===== src/rtl/mem_ctrl_pkg.sv =====
// mem_ctrl shared types: FSM states, access sizes and address/length helpers.
// Imported by the memory front end and its load extender.
package mem_ctrl_pkg;

  typedef enum logic [2:0] {
    S_IDLE,
    S_IRD,
    S_DRD,
    S_DWR,
    S_IOWAIT
  } state_e;

  localparam logic [1:0] SZ_B = 2'd0;
  localparam logic [1:0] SZ_H = 2'd1;
  localparam logic [1:0] SZ_W = 2'd2;

  function automatic logic io_region(
    input logic [31:0] addr,
    input logic [1:0]  sel
  );
    return 2'(addr >> 16) == sel;
  endfunction

  function automatic logic [2:0] length(input logic [1:0] size);
    case (size)
      SZ_B:    return 3'd1;
      SZ_H:    return 3'd2;
      default: return 3'd4;
    endcase
  endfunction

endpackage


===== src/rtl/mem_load_ext.sv =====
// Load assembler: merges the incoming byte into the partial word,
// then zero/sign extends it to 32 bits by access size.
module mem_load_ext
  import mem_ctrl_pkg::*;
(
  input  logic [31:0] raw_i,
  input  logic [7:0]  byte_i,
  input  logic [1:0]  idx_i,
  input  logic [1:0]  size_i,
  input  logic        sgn_i,
  output logic [31:0] data_o
);

  logic [31:0] w;

  always_comb begin
    w = raw_i;
    w[{idx_i, 3'b000} +: 8] = byte_i;
    unique case (1'b1)
      (size_i == SZ_B): data_o = {{24{sgn_i & w[7]}}, w[7:0]};
      (size_i == SZ_H): data_o = {{16{sgn_i & w[15]}}, w[15:0]};
      default:          data_o = w;
    endcase
  end

endmodule


===== src/rtl/mem_ctrl.sv =====
// Byte-serial memory front end: arbitrates icache line fills and LSB
// accesses onto the 8-bit RAM/UART bus.
module mem_ctrl
  import mem_ctrl_pkg::*;
#(
  parameter int         LINE_BYTES = 16,
  parameter int         TAG_W      = 4,
  parameter logic [1:0] IO_SEL     = 2'b11
) (
  input  logic                    clk_in,
  input  logic                    rst_n_in,
  input  logic                    rdy_in,
  input  logic [7:0]              mem_din,
  output logic [7:0]              mem_dout,
  output logic [31:0]             mem_a,
  output logic                    mem_wr,
  input  logic                    io_buffer_full,
  input  logic                    clear,
  input  logic                    if_req,
  input  logic [31:0]             if_addr,
  output logic                    if_done,
  output logic [LINE_BYTES*8-1:0] if_line,
  input  logic                    d_req,
  input  logic [TAG_W-1:0]        d_tag,
  input  logic                    d_we,
  input  logic [1:0]              d_size,
  input  logic                    d_signed,
  input  logic [31:0]             d_addr,
  input  logic [31:0]             d_wdata,
  output logic                    d_ack,
  output logic                    d_done,
  output logic [31:0]             d_rdata,
  output logic [TAG_W-1:0]        d_tag_out,
  output logic                    busy
);

  localparam int LB = $clog2(LINE_BYTES);
  localparam int CW = LB + 1;
  localparam int LW = LINE_BYTES * 8;
  localparam logic [CW-1:0] ONE = CW'(1);
  localparam logic [31:0] LMASK = ~32'(LINE_BYTES - 1);

  state_e state_q, state_d;
  logic [31:0] base_q, base_d, wdata_q, wdata_d;
  logic [31:0] rdata_q, rdata_d;
  logic [TAG_W-1:0] tag_q, tag_d, tag_out_q, tag_out_d;
  logic [1:0] size_q, size_d;
  logic sgn_q, sgn_d, io_q, io_d;
  logic [CW-1:0] len_q, len_d, iss_q, iss_d, cap_q, cap_d;
  logic [LW-1:0] line_q, line_d, if_line_q, if_line_d;
  logic d_done_q, d_done_d, if_done_q, if_done_d;
  logic rdy_q;

  logic accept_ok, cap_v, line_moved, wr_c;
  logic [CW-1:0] eidx;
  logic [31:0] rd_addr, wr_addr, ext_data;

  // A lost capture (stall in the data cycle) rewinds issue to the
  // first byte not yet captured.
  assign eidx = rdy_q ? iss_q : cap_q;
  assign cap_v = rdy_in && rdy_q && (iss_q > cap_q);
  assign rd_addr = io_q ? base_q : base_q + 32'(eidx);
  assign wr_addr = io_q ? base_q : base_q + 32'(iss_q);
  assign line_moved = ((if_addr ^ base_q) & LMASK) != 32'd0;
  assign accept_ok = rst_n_in && rdy_in && !clear
                     && !d_done_q && !if_done_q;

  mem_load_ext u_ext (
    .raw_i  (line_q[31:0]),
    .byte_i (mem_din),
    .idx_i  (cap_q[1:0]),
    .size_i (size_q),
    .sgn_i  (sgn_q),
    .data_o (ext_data)
  );

  always_comb begin
    state_d   = state_q;
    base_d    = base_q;
    wdata_d   = wdata_q;
    tag_d     = tag_q;
    size_d    = size_q;
    sgn_d     = sgn_q;
    io_d      = io_q;
    len_d     = len_q;
    iss_d     = iss_q;
    cap_d     = cap_q;
    line_d    = line_q;
    if_line_d = if_line_q;
    rdata_d   = rdata_q;
    tag_out_d = tag_out_q;
    d_done_d  = 1'b0;
    if_done_d = 1'b0;
    mem_a     = 32'd0;
    mem_dout  = 8'd0;
    wr_c      = 1'b0;
    d_ack     = 1'b0;
    unique case (state_q)
      S_IDLE: begin
        if (accept_ok && d_req) begin
          d_ack   = 1'b1;
          base_d  = d_addr;
          wdata_d = d_wdata;
          tag_d   = d_tag;
          size_d  = d_size;
          sgn_d   = d_signed;
          io_d    = io_region(d_addr, IO_SEL);
          len_d   = CW'(length(d_size));
          cap_d   = '0;
          mem_a   = d_addr;
          if (!d_we) begin
            state_d = S_DRD;
            iss_d   = ONE;
          end else if (io_d && io_buffer_full) begin
            state_d = S_IOWAIT;
            iss_d   = '0;
          end else begin
            wr_c     = 1'b1;
            mem_dout = d_wdata[7:0];
            iss_d    = ONE;
            if (len_d == ONE) begin
              d_done_d  = 1'b1;
              tag_out_d = d_tag;
            end else begin
              state_d = S_DWR;
            end
          end
        end else if (accept_ok && if_req) begin
          base_d  = if_addr & LMASK;
          io_d    = 1'b0;
          len_d   = CW'(LINE_BYTES);
          iss_d   = ONE;
          cap_d   = '0;
          mem_a   = base_d;
          state_d = S_IRD;
        end
      end
      S_IRD, S_DRD: begin
        if (clear || (state_q == S_IRD && line_moved)) begin
          state_d = S_IDLE;
        end else begin
          iss_d = eidx;
          if (eidx < len_q) begin
            mem_a = rd_addr;
            iss_d = eidx + ONE;
          end
          if (cap_v) begin
            line_d[{cap_q[LB-1:0], 3'b000} +: 8] = mem_din;
            cap_d = cap_q + ONE;
            if (cap_d == len_q) begin
              state_d = S_IDLE;
              if (state_q == S_IRD) begin
                if_done_d = 1'b1;
                if_line_d = line_d;
              end else begin
                d_done_d  = 1'b1;
                rdata_d   = ext_data;
                tag_out_d = tag_q;
              end
            end
          end
        end
      end
      S_DWR: begin
        if (io_q && io_buffer_full) begin
          state_d = S_IOWAIT;
        end else begin
          mem_a    = wr_addr;
          wr_c     = 1'b1;
          mem_dout = wdata_q[{iss_q[1:0], 3'b000} +: 8];
          iss_d    = iss_q + ONE;
          if (iss_d == len_q) begin
            state_d   = S_IDLE;
            d_done_d  = 1'b1;
            tag_out_d = tag_q;
          end
        end
      end
      S_IOWAIT: begin
        mem_a = base_q;
        if (!io_buffer_full) state_d = S_DWR;
      end
      default: state_d = S_IDLE;
    endcase
  end

  always_ff @(posedge clk_in or negedge rst_n_in) begin
    if (!rst_n_in) begin
      state_q   <= S_IDLE;
      base_q    <= '0;
      wdata_q   <= '0;
      tag_q     <= '0;
      size_q    <= '0;
      sgn_q     <= 1'b0;
      io_q      <= 1'b0;
      len_q     <= '0;
      iss_q     <= '0;
      cap_q     <= '0;
      line_q    <= '0;
      if_line_q <= '0;
      rdata_q   <= '0;
      tag_out_q <= '0;
      d_done_q  <= 1'b0;
      if_done_q <= 1'b0;
      rdy_q     <= 1'b0;
    end else begin
      rdy_q <= rdy_in;
      if (rdy_in) begin
        state_q   <= state_d;
        base_q    <= base_d;
        wdata_q   <= wdata_d;
        tag_q     <= tag_d;
        size_q    <= size_d;
        sgn_q     <= sgn_d;
        io_q      <= io_d;
        len_q     <= len_d;
        iss_q     <= iss_d;
        cap_q     <= cap_d;
        line_q    <= line_d;
        if_line_q <= if_line_d;
        rdata_q   <= rdata_d;
        tag_out_q <= tag_out_d;
        d_done_q  <= d_done_d;
        if_done_q <= if_done_d;
      end
    end
  end

  assign mem_wr    = wr_c & rdy_in;
  assign if_done   = if_done_q;
  assign if_line   = if_line_q;
  assign d_done    = d_done_q;
  assign d_rdata   = rdata_q;
  assign d_tag_out = tag_out_q;
  assign busy      = (state_q != S_IDLE);

endmodule


===== config.mk =====
export PLATFORM = sky130hd
export DESIGN_NAME = mem_ctrl
export DESIGN_NICKNAME = d
export VERILOG_FILES = /design/src/rtl/mem_ctrl_pkg.sv /design/src/rtl/mem_load_ext.sv /design/src/rtl/mem_ctrl.sv
export SDC_FILE = /design/constraint.sdc
export NUM_CORES = 1
export LEC_CHECK = 0
export CAP_MARGIN = 20
export CORE_ASPECT_RATIO = 0.9
export CORE_MARGIN = 10
export CORE_UTILIZATION = 49
export CTS_CLUSTER_DIAMETER = 120
export DETAILED_ROUTE_END_ITERATION = 10
export GPL_TIMING_DRIVEN = 1
export PLACE_DENSITY = 0.77
export SYNTH_ARGS = -nofsm -noshare
export SYNTH_HDL_FRONTEND = slang
export SYNTH_HIERARCHICAL = 1
export SYNTH_SLANG_ARGS = --single-unit
export TNS_END_PERCENT = 5

===== constraint.sdc =====
create_clock -name clk_in -period 3.8 [get_ports clk_in]
set_input_delay 0.57 -clock clk_in [delete_from_list [all_inputs] [get_ports clk_in]]
set_output_delay 0.57 -clock clk_in [all_outputs]
set_load 0.005 [all_outputs]

==> results of run 1 <==
## flip-flops by register name, indices dropped and copies added (netlist names), 2 cells and up
register	count
wdata_q	32
base_q	32
tag_q	4
if_line	128
state_q	3
d_rdata	32
iss_q	5
len_q	4
cap_q	5
size_q	2
d_tag_out	4
line_q	128
## cell families after synthesis
group / share of synthesized area
AO/OA/AOI/OAI: 0.159
XOR/XNOR: 0.0315
adder cells (fa/ha/maj): 0.0193
buffers and inverters: 0.0394
flip-flops: 0.461
multiplexers: 0.128
AND/OR/NAND/NOR: 0.162
## report_power, final
part	switching, uW	internal, uW
sequential	726	4920
clock	1730	2510
combinational	3810	3060
## worst min-delay path by stage
stage | from | endpoint | slack [ps] | cells after the start
floorplan | rst_n_in | base_q[0] | 270 | 0
global placement | wdata_q[23] | wdata_q[23] | 450 | 2
detailed placement | wdata_q[29] | wdata_q[29] | 460 | 2
CTS | rst_n_in | base_q[12] | 180 | 2
global route | rst_n_in | base_q[2] | 220 | 2
finish | rst_n_in | base_q[2] | 170 | 2
## placed cells by master (no fill, tap or decap), drive strengths merged, types with 11 or more instances in the layout
master | Yosys | routed
a21o | 18 | 18
a21oi | 274 | 274
a22o | 21 | 21
a22oi | 23 | 23
a2bb2oi | 16 | 16
a31oi | 12 | 12
and2 | 19 | 19
and3 | 14 | 14
buf | 55 | 184
clkbuf | 97 | 60
clkdlybuf4s50 | 0 | 291
clkinv | 1 | 11
dfrtp | 384 | 384
ha | 29 | 29
inv | 43 | 44
mux2 | 172 | 172
mux2i | 49 | 49
nand2 | 275 | 275
nand3 | 37 | 37
nand4 | 13 | 13
nor2 | 303 | 303
nor3 | 34 | 34
nor4 | 19 | 19
o211ai | 11 | 11
o21ai | 64 | 64
o22ai | 27 | 27
o311ai | 11 | 11
xnor2 | 25 | 25
xor2 | 50 | 50
## final cells by class
cell class                      instances  area share
Tap cell                              547      0.0253
Inverter                               44     0.00610
Clock buffer                           56      0.0445
Timing Repair Buffer                  493       0.170
Antenna cell                            4    0.000370
Clock inverter                         20     0.00827
Sequential cell                       384       0.355
Multi-Input combinational cell       1628       0.391
## stage by stage
stage,worst slack (ps),std cells
floorplan,42.9,2208
global placement,-356,3088
detailed placement,-417,3088
CTS,-219,3171
global route,-244,3176
finish,-141,3176
## worst reg2reg max path: cells and delay by family, from the launching register on
family / cells / cell delay, ps
simple gates: 3 / 630
fa+ha+maj: 1 / 300
mux: 1 / 420
flops: 1 / 390
compound gates: 2 / 830
buf+inv: 3 / 770
## metal layers
metal	routed length, um	GRT usage	part of all wire	up-vias
met2	32500	0.419	0.46	758
met4	2110	0.0971	0.030	0
li1	-	-	-	8585
met3	5510	0.0468	0.079	135
met1	30100	0.364	0.43	9246
met5	0	0	0	-
## repair_timing
action                                  in CTS  in global routing
gates cloned                                 0                  0
endpoints found under the setup margin      32                 30
setup buffers                                7                  1
hold buffers                                 0                  0
pin swaps                                   14                  5
gates resized for setup                    124                 21
==> metrics.md, run 1 <==
| Metric | Value |
|---|---|
| Worst-path clk slew | 60 ps |
| Worst R2R End | d_rdata[3] |
| Core box area | 41900 um^2 |
| Area of the multi-input gates | 10600 um^2 |
| Final Instance Area | 27100 um^2 |
| Post-route DRC violation count | 0 |
| Vias in the first global route | 18800 |
| Root Driver | clkbuf_16 |
| HPWL Detailed | 51600 um |
| Crit path cell chain | buf_6 -> nand2_1 -> o21ai_1 -> buf_4 -> ha_1 -> and3_1 -> o211ai_1 -> nor3b_4 -> and3_4 -> buf_6 -> nand2_1 -> nand2_1 -> clkdlybuf4s50_1 |
| Die ar. | 51200 um^2 |
| Area post-placement | 25500 um^2 |
| Finish-stage setup viols | 11 |
| Commonest cells in the synthesized netlist | dfrtp_1, nor2_1, a21oi_1, nand2_1, mux2_2 |
| Library cells used by synthesis | 83 |
| Cell count along the critical path | 13 |
| Max Freq | 254 MHz |
| DRT Pass-1 Iters | 6 |
| FF+latch area | 9610 um^2 |
| IO buf count | 323 |
| Effective utilization at floorplan | 0.497 |
| CP Buf/Inv Count | 4 |
| P_leak | 0.0126 uW |
| Vias per inst | 5.90 |
| Number of hold violations in the final report | 0 |
| Max Fanout on Critical Path | 10 |
| Min-Delay Path Class | input pin to async pin |
| Primary FF master, synth | dfrtp_1 |
| Warnings, synthesis | 6 |
| Tcrit/Tclk final | 1.04 |
| Num rows | 71 |
| Net Count, Synth | 2358 |
| R2R setup slack | 320 ps |
| Routed Wire Length | 70200 um |
| Mapped Cells | 2208 |
| Final #Nets | 2743 |
| Tot Pwr | 16800 uW |
| Slew Viols, Final | 0 |
| Grt ovf | 0 |
| Top cell family by delay on the critical path | simple AND/OR/NAND/NOR gates |
| Unrepaired setup endpoints after global routing | yes |
| GRT Util Overall | 0.267 |
| Crit-path slowest cell | clkdlybuf4s50_1 |
| Top post-synthesis cells by area | dfrtp_1, mux2_2, a21oi_1 |
| Die Ht | 216 um |
| Pwr dens | 619 nW/um^2 |
| Worst Hold Margin | 169 ps |
| Most Frequent Cell on Critical Path | nand2_1 |
| Drt wl/cell | 22.1 um |
| Worst setup margin | -141 ps |
| CTS tree | done |
| CP required | 3230 ps |
| R2R Path Start | cap_q[3] |
| Critical Path Source | rdy_q |
| Slew Limit Headroom | 0.193 |
| Antenna Nets Post-Route | 0 |
| Fillers | 3368 |
| Ys async rst share | 1.00 |
| Clock tree buffer depth | 3 |
| First-pass GRT wire length | 109000 um |
| Minimum clock period | 3940 ps |
| WP data arrival | 3370 ps |
| Status | complete, but fails checks |
| Worst reg2reg path depth | 10 |
| CTS Sinks | 384 |
| Via count | 18700 |
| Initial antenna violation count | 4 |
| Top-count cell post-synth | dfrtp_1 |
| Area grow syn2layout | 29.9% |
| Failing checks | negative setup slack |
| Share of cells above drive strength 1 | 0.190 |
| IR Drop Worst-Case VDD | 425 uV |
| Starting DRT DRC Count | 1748 |
| Slew @ Worst Pin | 1210 ps |
| TritonCTS Buffers | 42 |
| # H-tree levels | 2 |
| End of the critical path | mem_a[3] |
| RePlAce Congestion | 0.929 |
| Final Util | 0.646 |
| Startpoint Class | flop |
| Number of enable flip-flop cells after synthesis | 0 |
| Mean Syn Cell Area | 9.44 um^2 |
| Final Skew | 14.3 ps |
| Yosys top cell by area | dfrtp_1 |
| Final setup TNS | -659 ps |
| Reported max-cap violation count | 0 |
| #FFs+latches synth | 384 |
| Io pins | 328 |
| Post-synthesis cell area | 20800 um^2 |
| Largest net degree at the start of global routing | 197 |
| Setup CP Type | flop to primary output |
| Die extent in x | 237 um |
| CP Capture Type | primary output |
| Register area share after synthesis | 0.461 |
| Slowest Stage Delay on Critical Path | 520 ps |
| Clock Latency Late Sink | 560 ps |
| Post-synth top area share | 0.461 |
Power figures use the tool's default switching activity.
==> run 2, diff against run 1 <==
- CORE_UTILIZATION: 49 -> 43
- PLACE_DENSITY: 0.77 -> 0.69
==> metrics.md, run 2 (synthesis results as in run 1) <==
| Metric | Value |
|---|---|
| M1 wire length | 31000 um |
| Most Frequent Cell on Critical Path | a21o_1 |
| Max Freq | 256 MHz |
| Slew @ Worst Pin | 1130 ps |
| Die ar. | 57700 um^2 |
| Slew Viols, Final | 0 |
| Final #Nets | 2734 |
| Crit path cell chain | mux2_4 -> ha_4 -> fa_2 -> a21o_1 -> a21o_1 -> a21oi_4 -> buf_12 -> buf_6 -> nor3_1 -> xor2_1 -> a21oi_1 -> o311ai_0 -> clkdlybuf4s15_1 |
| Startpoint Class | flop |
| CP required | 3230 ps |
| Clock Latency Late Sink | 570 ps |
| Routed Wire Length | 71800 um |
| FF+latch area | 9620 um^2 |
| DRT Pass-1 Iters | 7 |
| Clock tree buffer depth | 3 |
| Initial antenna violation count | 3 |
| Starting DRT DRC Count | 1494 |
| Reported max-cap violation count | 0 |
| Worst-path clk slew | 60 ps |
| Final Instance Area | 27200 um^2 |
| Die extent in x | 252 um |
| Slew Limit Headroom | 0.246 |
| Number of hold violations in the final report | 0 |
| Cts hold-fix bufs | 0 |
| Worst setup margin | -111 ps |
| Effective utilization at floorplan | 0.435 |
| Fillers | 4236 |
| Vias per inst | 5.72 |
| Share of cells above drive strength 1 | 0.192 |
| Root Driver | clkbuf_16 |
| Tcrit/Tclk final | 1.03 |
| Final Util | 0.567 |
| Failing checks | negative setup slack |
| RePlAce Congestion | 0.943 |
| Post-route DRC violation count | 0 |
| Commonest cells after routing, fill and taps aside | dfrtp_1, nor2_1, clkdlybuf4s50_1 |
| WP data arrival | 3340 ps |
| Minimum clock period | 3910 ps |
| Largest net degree at the start of global routing | 200 |
| Finish-stage setup viols | 9 |
| CTS tree | done |
| Status | complete, but fails checks |
| GRT Util Overall | 0.240 |
| Die Ht | 229 um |
| Setup CP Type | flop to primary output |
| Grt ovf | 0 |
| Max Fanout on Critical Path | 4 |
| Min-Delay Path Class | input pin to async pin |
| # H-tree levels | 2 |
| Commonest non-fill, non-tap cell in the layout | dfrtp_1 |
| Drt wl/cell | 22.2 um |
| Io pins | 328 |
| P_leak | 0.0125 uW |
| Antenna Nets Post-Route | 0 |
| Worst reg2reg path depth | 10 |
| Vias in the first global route | 18500 |
| Via count | 18500 |
| Unrepaired setup endpoints after global routing | yes |
| Metal2 WL | 33500 um |
| IR Drop Worst-Case VDD | 327 uV |
| Crit-path slowest cell | dfrtp_1 |
| HPWL Detailed | 52100 um |
| Top Layer Used | met4 |
| Slowest Stage Delay on Critical Path | 400 ps |
| Area of the multi-input gates | 10700 um^2 |
| CP Capture Type | primary output |
| Final Skew | 12.3 ps |
| Core box area | 47900 um^2 |
| Pwr dens | 613 nW/um^2 |
| Area grow syn2layout | 30.5% |
| Area post-placement | 25500 um^2 |
| Num rows | 76 |
| IO buf count | 323 |
| First-pass GRT wire length | 110000 um |
| Tot Pwr | 16700 uW |
| TritonCTS Buffers | 42 |
| CTS Sinks | 384 |
| Met3 WL | 5440 um |
## run 2: changes by cell type in the layout (fill, tap and decap cells not counted), sizes merged, moves of 2 or more
cell,before,now
clkinv,11,9
dlygate4sd2,4,9
clkdlybuf4s15,8,6
clkbuf,60,63
buf,184,171
## run 2: metrics by stage
step | setup slack, ps | hold slack, ps | setup TNS [ps] | cells
2_1_floorplan | 42.9 | 274 | 0 | 2208
3_3_place_gp | -282 | 453 | -5500 | 3149
3_5_place_dp | -284 | 459 | -5710 | 3149
4_1_cts | -220 | 131 | -2130 | 3232
5_1_grt | -224 | 173 | -2360 | 3239
6_report | -111 | 121 | -623 | 3240
## run 2: area by class of cell
class,count,area share
Multi-Input combinational cell,1628,0.394
Sequential cell,384,0.354
Timing Repair Buffer,484,0.168
Clock buffer,56,0.0428
Tap cell,624,0.0287
Clock inverter,17,0.00653
Inverter,44,0.00607
Antenna cell,3,0.000276
## run 2: worst paths after layout
path | to | start | slack, ps
max | mem_a[12] | rdy_q | -110
min | base_q[0] | rst_n_in | 120
max reg2reg | d_rdata[8] | cap_q[3] | 210
min reg2reg | wdata_q[27] | wdata_q[27] | 470
max in group asynchronous | base_q[18] | rst_n_in | 1310
min in group clk_in | wdata_q[27] | wdata_q[27] | 470
## run 2: worst max-delay path: cells and delay by family (launching register included)
kind	cells	cell delay, ps
flops	1	400
simple gates	1	40
xor+xnor	1	140
buf+inv	3	510
fa+ha+maj	2	510
compound gates	5	860
mux	1	330
## run 2: repair_timing
action / CTS / global route
gates cloned: 1 / 0
pin swaps: 7 / 19
buffers inserted: 9 / 5
resized for setup: 97 / 60
setup endpoints to repair: 40 / 38
## run 2: routing by layer
metal  GRT usage  vias up
li1            -     8537
met1       0.326     9178
met2       0.383      706
met3      0.0454      107
met4      0.0728        0
met5           0        -
## run 2: power by group
| part | internal (uW) | switching (uW) |
|---|---|---|
| Clock | 2360 | 1720 |
| Sequential | 4930 | 761 |
| Combinational | 3080 | 3820 |
